===== src/rtl/rr_arbiter.sv =====
// Round-robin arbiter: rotating-mask winner selection over two LSB-first
// priority encoders, registered one-hot grant held until release, request
// drop, or an optional hold limit.
//
// The owner's end-of-transaction pulse is named release_pulse because
// "release" is a reserved word in SystemVerilog.

// Priority encoder: reports the index of the lowest (LSB) or highest (MSB)
// set bit of vector, plus whether any bit is set at all.
module priority_encoder #(
  parameter int    WIDTH = 4,
  parameter string ORDER = "LSB"
) (
  input  logic [WIDTH-1:0]         vector,
  output logic [$clog2(WIDTH)-1:0] index,
  output logic                     valid
);

  localparam int IW = $clog2(WIDTH);

  // Scan so that the preferred end of the vector is written last and wins.
  always_comb begin
    index = '0;
    valid = |vector;
    if (ORDER == "MSB") begin
      for (int i = 0; i < WIDTH; i++)
        if (vector[i]) index = IW'(i);
    end else begin
      for (int i = WIDTH - 1; i >= 0; i--)
        if (vector[i]) index = IW'(i);
    end
  end

endmodule

// State table:
//   state | meaning
//   IDLE  | no grant outstanding; any request is granted at the next edge
//   BUSY  | grant held by grant_id until release, request drop or hold limit
module rr_arbiter #(
  parameter int WIDTH    = 4,
  parameter int MAX_HOLD = 0
) (
  input  logic                     clock,
  input  logic                     reset,
  input  logic [WIDTH-1:0]         requests,
  input  logic                     release_pulse,
  output logic [WIDTH-1:0]         grant,
  output logic [$clog2(WIDTH)-1:0] grant_id,
  output logic                     grant_valid,
  output logic                     timeout
);

  localparam int IW = $clog2(WIDTH);

  typedef enum logic {IDLE, BUSY} state_t;

  state_t           state, state_next;
  logic [IW-1:0]    last, last_next;
  logic [WIDTH-1:0] grant_next;
  logic [IW-1:0]    grant_id_next;
  logic             timeout_next;
  logic [WIDTH-1:0] cand, mask, masked;
  logic [IW-1:0]    idx_masked, idx_all, winner;
  logic             valid_masked, valid_all;
  logic             owner_active, limit_hit, terminate, load;

  // Candidates: everyone in IDLE, everyone except the outgoing owner in BUSY.
  // Bits 0..last are masked so the search starts just above the last winner.
  always_comb begin
    cand = (state == IDLE) ? requests : (requests & ~grant);
    for (int i = 0; i < WIDTH; i++)
      mask[i] = (i > int'(last));
    masked = cand & mask;
  end

  priority_encoder #(WIDTH, "LSB") u_pe_masked (
    .vector (masked),
    .index  (idx_masked),
    .valid  (valid_masked)
  );

  priority_encoder #(WIDTH, "LSB") u_pe_all (
    .vector (cand),
    .index  (idx_all),
    .valid  (valid_all)
  );

  assign winner       = valid_masked ? idx_masked : idx_all;
  assign owner_active = requests[grant_id];
  assign terminate    = (state == BUSY) && (release_pulse || !owner_active || limit_hit);
  assign grant_valid  = |grant;

  // Hold-limit counter exists only when a limit is configured.
  generate
    if (MAX_HOLD > 0) begin : g_hold
      localparam int HW = $clog2(MAX_HOLD + 1);
      logic [HW-1:0] hold_count;

      assign limit_hit = (hold_count == HW'(MAX_HOLD));

      // Cycles of continuous ownership by the current grant holder.
      always_ff @(posedge clock or posedge reset) begin
        if (reset)
          hold_count <= '0;
        else if (load)
          hold_count <= HW'(1);
        else if (terminate)
          hold_count <= '0;
        else if (state == BUSY)
          hold_count <= hold_count + HW'(1);
      end
    end else begin : g_no_hold
      assign limit_hit = 1'b0;
    end
  endgenerate

  // Next-state, next-grant and timeout decode.
  always_comb begin
    state_next    = state;
    grant_next    = grant;
    grant_id_next = grant_id;
    last_next     = last;
    timeout_next  = 1'b0;
    load          = 1'b0;
    case (state)
      IDLE: begin
        if (valid_all) begin
          grant_next         = '0;
          grant_next[winner] = 1'b1;
          grant_id_next      = winner;
          last_next          = winner;
          load               = 1'b1;
          state_next         = BUSY;
        end
      end
      BUSY: begin
        if (terminate) begin
          timeout_next = limit_hit && !release_pulse && owner_active;
          if (valid_all) begin
            grant_next         = '0;
            grant_next[winner] = 1'b1;
            grant_id_next      = winner;
            last_next          = winner;
            load               = 1'b1;
          end else begin
            grant_next    = '0;
            grant_id_next = '0;
            state_next    = IDLE;
          end
        end
      end
      default: state_next = IDLE;
    endcase
  end

  // State and output registers; reset drops any grant immediately.
  always_ff @(posedge clock or posedge reset) begin
    if (reset) begin
      state    <= IDLE;
      grant    <= '0;
      grant_id <= '0;
      last     <= IW'(WIDTH - 1);
      timeout  <= 1'b0;
    end else begin
      state    <= state_next;
      grant    <= grant_next;
      grant_id <= grant_id_next;
      last     <= last_next;
      timeout  <= timeout_next;
    end
  end

endmodule


===== config.mk =====
export PLATFORM = sky130hd
export DESIGN_NAME = rr_arbiter
export DESIGN_NICKNAME = d
export VERILOG_FILES = /design/src/rtl/rr_arbiter.sv
export SDC_FILE = /design/constraint.sdc
export NUM_CORES = 1
export LEC_CHECK = 0
export ABC_CLOCK_PERIOD_IN_PS = 3700
export CAP_MARGIN = 20
export CELL_PAD_IN_SITES_DETAIL_PLACEMENT = 1
export CELL_PAD_IN_SITES_GLOBAL_PLACEMENT = 2
export CORE_MARGIN = 3
export CORE_UTILIZATION = 30
export DETAILED_ROUTE_END_ITERATION = 16
export GPL_TIMING_DRIVEN = 0
export PLACE_DENSITY = 0.83
export SKIP_LAST_GASP = 1
export SYNTH_ARGS = -nofsm -noshare
export SYNTH_HDL_FRONTEND = slang
export SYNTH_SLANG_ARGS = --single-unit

===== constraint.sdc =====
create_clock -name clock -period 3.7 [get_ports clock]
set_input_delay 0.74 -clock clock [delete_from_list [all_inputs] [get_ports clock]]
set_output_delay 0.74 -clock clock [all_outputs]
set_load 0.02 [all_outputs]

==> reports/qor.txt <==
Status = finished clean
Post-Syn Nets = 69
Slew Limit Fails = 0
R2R Setup Slk = 1.99 ns
Total die area = 2580 sq um
Worst hold path endpoint = last[1]$_DFFE_PP1P_
Reg power frac = 30.9%
First-pass GRT wire length = 2510 um
R2R depth = 6
Count of input and output buffers = 13
Net Sw Frac = 43.4%
Final Hold Viols = 0
Power consumption = 0.000670 W
Worst EP required = 2.96 ns
Area delta synth->final = 31.1%
Antenna Diode Count = 0
R2r endpoint = last[0]$_DFFE_PP1P_
Slew @ Worst Pin = 0.624 ns
Worst-case clock buffer depth = 2
Die Y = 50.8 um
Die W = 50.8 um
F_max = 393 MHz
Synth Area in Simple Gates = 17.4%
Largest family of logic cells by synthesized area = compound AO/OA/AOI/OAI gates
Syn_area_per_cell = 9.73 sq um
Starting Density = 33.5%
Final worst path period need = 2.54 ns
Yosys Warn Count = 0
WHS Path Cells = 2
Clock-pin slew on the worst setup and hold paths = 0.06 ns
Mapped Area = 603 sq um
Final period util = 68.7%
Vias in the first global route = 502
NetSw = 0.000291 W
Hold path start = last[1]$_DFFE_PP1P_
Average via count per standard cell = 5.16
PnR worst setup slack = 1.16 ns
Clk root buf = clkbuf_4
Share of layout cells above drive strength 1 = 20.3%
Maximum vdd drop = 0.405 mV
Int Pwr = 0.000380 W
Logic pwr share = 57.8%
Synth area leaders = dfrtp_1 (29%), dfstp_2 (8.7%), nand2_1 (6.8%)
# fillers = 218
Synth top area share = 29.0%
Total wire length = 1470 um
Setup_tns = 0 ns
Max-slew headroom = 58.4%
Mapped Cells = 62
Via total after detailed routing = 537
Fin nets = 87
DP Worst Slack = 1.11 ns
Skew final = 0.00365 ns
Pwr Density = 848 nW/um^2
H-tree depth = 1
CP startpoint kind = register
Post-synthesis compound-gate area fraction = 33.8%
CTS tree = built
Initial drt markers = 0
Multiplexer share of the synthesized area = 5.39%
Worst r2r src = state$_DFF_PP0_
Row count = 15
Tot GR Track Use = 13.5%
Area leader, netlist = dfrtp_1
Number of CTS-inserted buffers = 3
Largest net degree at the start of global routing = 10
Initial antenna violation count = 0
Worst hold path class = reg2reg
Hold buffers post-CTS = 0
Arr. time, crit path = 1.80 ns
Post-synthesis sequential area ratio = 37.8%
CP max FO = 5
Skew-Pair Late Insertion Delay = 0.26 ns
Max_cap viols = 0
Core Region = 1800 sq um
DRC violations left = 0
Routed WL per cell = 14.1 um
Grt ovf = 0
Synth Area in XOR/XNOR = 0%
# IOs = 15
TritonRoute pass-1 iters = 1
Seq cells post-synth = 9
Final setup fails = 0
Clock Sinks = 9
Routed Antenna Nets = 0
Fraction of power consumed by the clock network = 11.3%
Yosys cell types = 32
RSZ-0062 raised after global routing = false
Crit end category = primary output
Pleak = 0.330 nW
GP Congestion = 0.786
Post-CTS setup buffers = 0
Setup CP Type = reg2out
Cts repair resizes = 0
Synth Area in Adders = 0%
HPWL Detailed = 1200 um
through the flow:
step | instances | cell area (sq um) | util, % | hold WS (ns)
6_report | 104 | 791 | 43.9 | 0.505
5_1_grt | 104 | 791 | 43.9 | 0.542
4_1_cts | 104 | 791 | 43.9 | 0.510
3_5_place_dp | 100 | 764 | 42.4 | 0.499
3_3_place_gp | 100 | 764 | 42.4 | 0.499
2_1_floorplan | 62 | 603 | - | 0.472
worst max-delay path: stages, from the launching register on:
cell and delay (ns):
dfrtp_1 0.43, or4_1 0.55, clkdlybuf4s50_1 0.56
flip-flops by register name, summed over array words and instances, names as in the netlist:
register and count:
grant 4, grant_id 2, last 2, state 1
synth_stat cells:
cell type and number:
a21oi_1 3, nor3_1 1, o31ai_1 1, mux2i_1 1
o31ai_2 1, conb_1 1, o21ai_2 1, inv_1 3
nor3b_1 2, or4_1 1, a22o_1 2, mux2_2 2
o22ai_1 1, a2bb2oi_2 1, dfstp_2 2, nand2_1 11
a21bo_4 1, o21ai_0 2, nand2b_1 2, buf_6 1
nand3_1 1, o221ai_1 1, a221oi_4 1, a21boi_0 1
nand3b_1 1, a21bo_2 2, nor2_1 3, buf_4 1
a32o_1 1, o21a_1 2, a211oi_1 1, dfrtp_1 7
routing by layer:
metal | vias up | share of wire [%] | routed length, um | GRT usage [%]
met5 | - | 0 | 0 | 0
li1 | 263 | - | - | -
met2 | 14 | 46 | 679 | 20.0
met1 | 257 | 46 | 683 | 17.0
met4 | 0 | 2.4 | 36 | 9.42
met3 | 3 | 4.8 | 71 | 3.50
power groups by stage:
stage          clock network (W)  registers [W]  logic (W)
2_1_floorplan                  0       0.000228   0.000233
3_3_place_gp                   0       0.000206   0.000384
3_5_place_dp                   0       0.000209   0.000393
4_1_cts                0.0000805       0.000208   0.000395
5_1_grt                0.0000904       0.000218   0.000422
6_report               0.0000757       0.000207   0.000387
logic make-up (layout without fill, tap and decap cells):
logic type             after synthesis  in the layout
AOI/OAI and AO/OA                   22             22
buffers and inverters                5             22
DFF                                  9              9
muxes                                3              3
other                                1              1
and+or+nand+nor                     22             22
area by class of cell:
cell class / count / area, sq um / area share, %
clock buffers: 4 / 26.3 / 3.32
plain buffers: 2 / 18.8 / 2.37
flip-flops and latches: 9 / 228 / 28.8
multi-input cells: 48 / 345 / 43.7
well taps: 25 / 31.3 / 3.96
repair buffers: 13 / 130 / 16.5
inverters: 3 / 11.3 / 1.42
cell usage in the layout, fill, tap and decap left out, drive strengths merged, types with 3 or more instances in the layout:
cell / netlist / final
nor2: 3 / 3
clkbuf: 0 / 4
a21bo: 3 / 3
a21oi: 3 / 3
inv: 3 / 3
o21ai: 3 / 3
clkdlybuf4s50: 0 / 13
nand2: 11 / 11
dfrtp: 7 / 7
worst max-delay path by stage:
stage,from,endpoint,slack [ns],depth (start not counted)
after floorplan,grant[3]$_DFFE_PP0P_,grant_valid,1.83,1
after global placement,requests[0],last[0]$_DFFE_PP1P_,1.10,5
after detailed placement,requests[0],last[0]$_DFFE_PP1P_,1.11,5
after CTS,grant[3]$_DFFE_PP0P_,grant_valid,1.14,2
after global routing,grant[3]$_DFFE_PP0P_,grant_valid,1.10,2
final,grant[3]$_DFFE_PP0P_,grant_valid,1.16,2
Power figures use the tool's default switching activity.
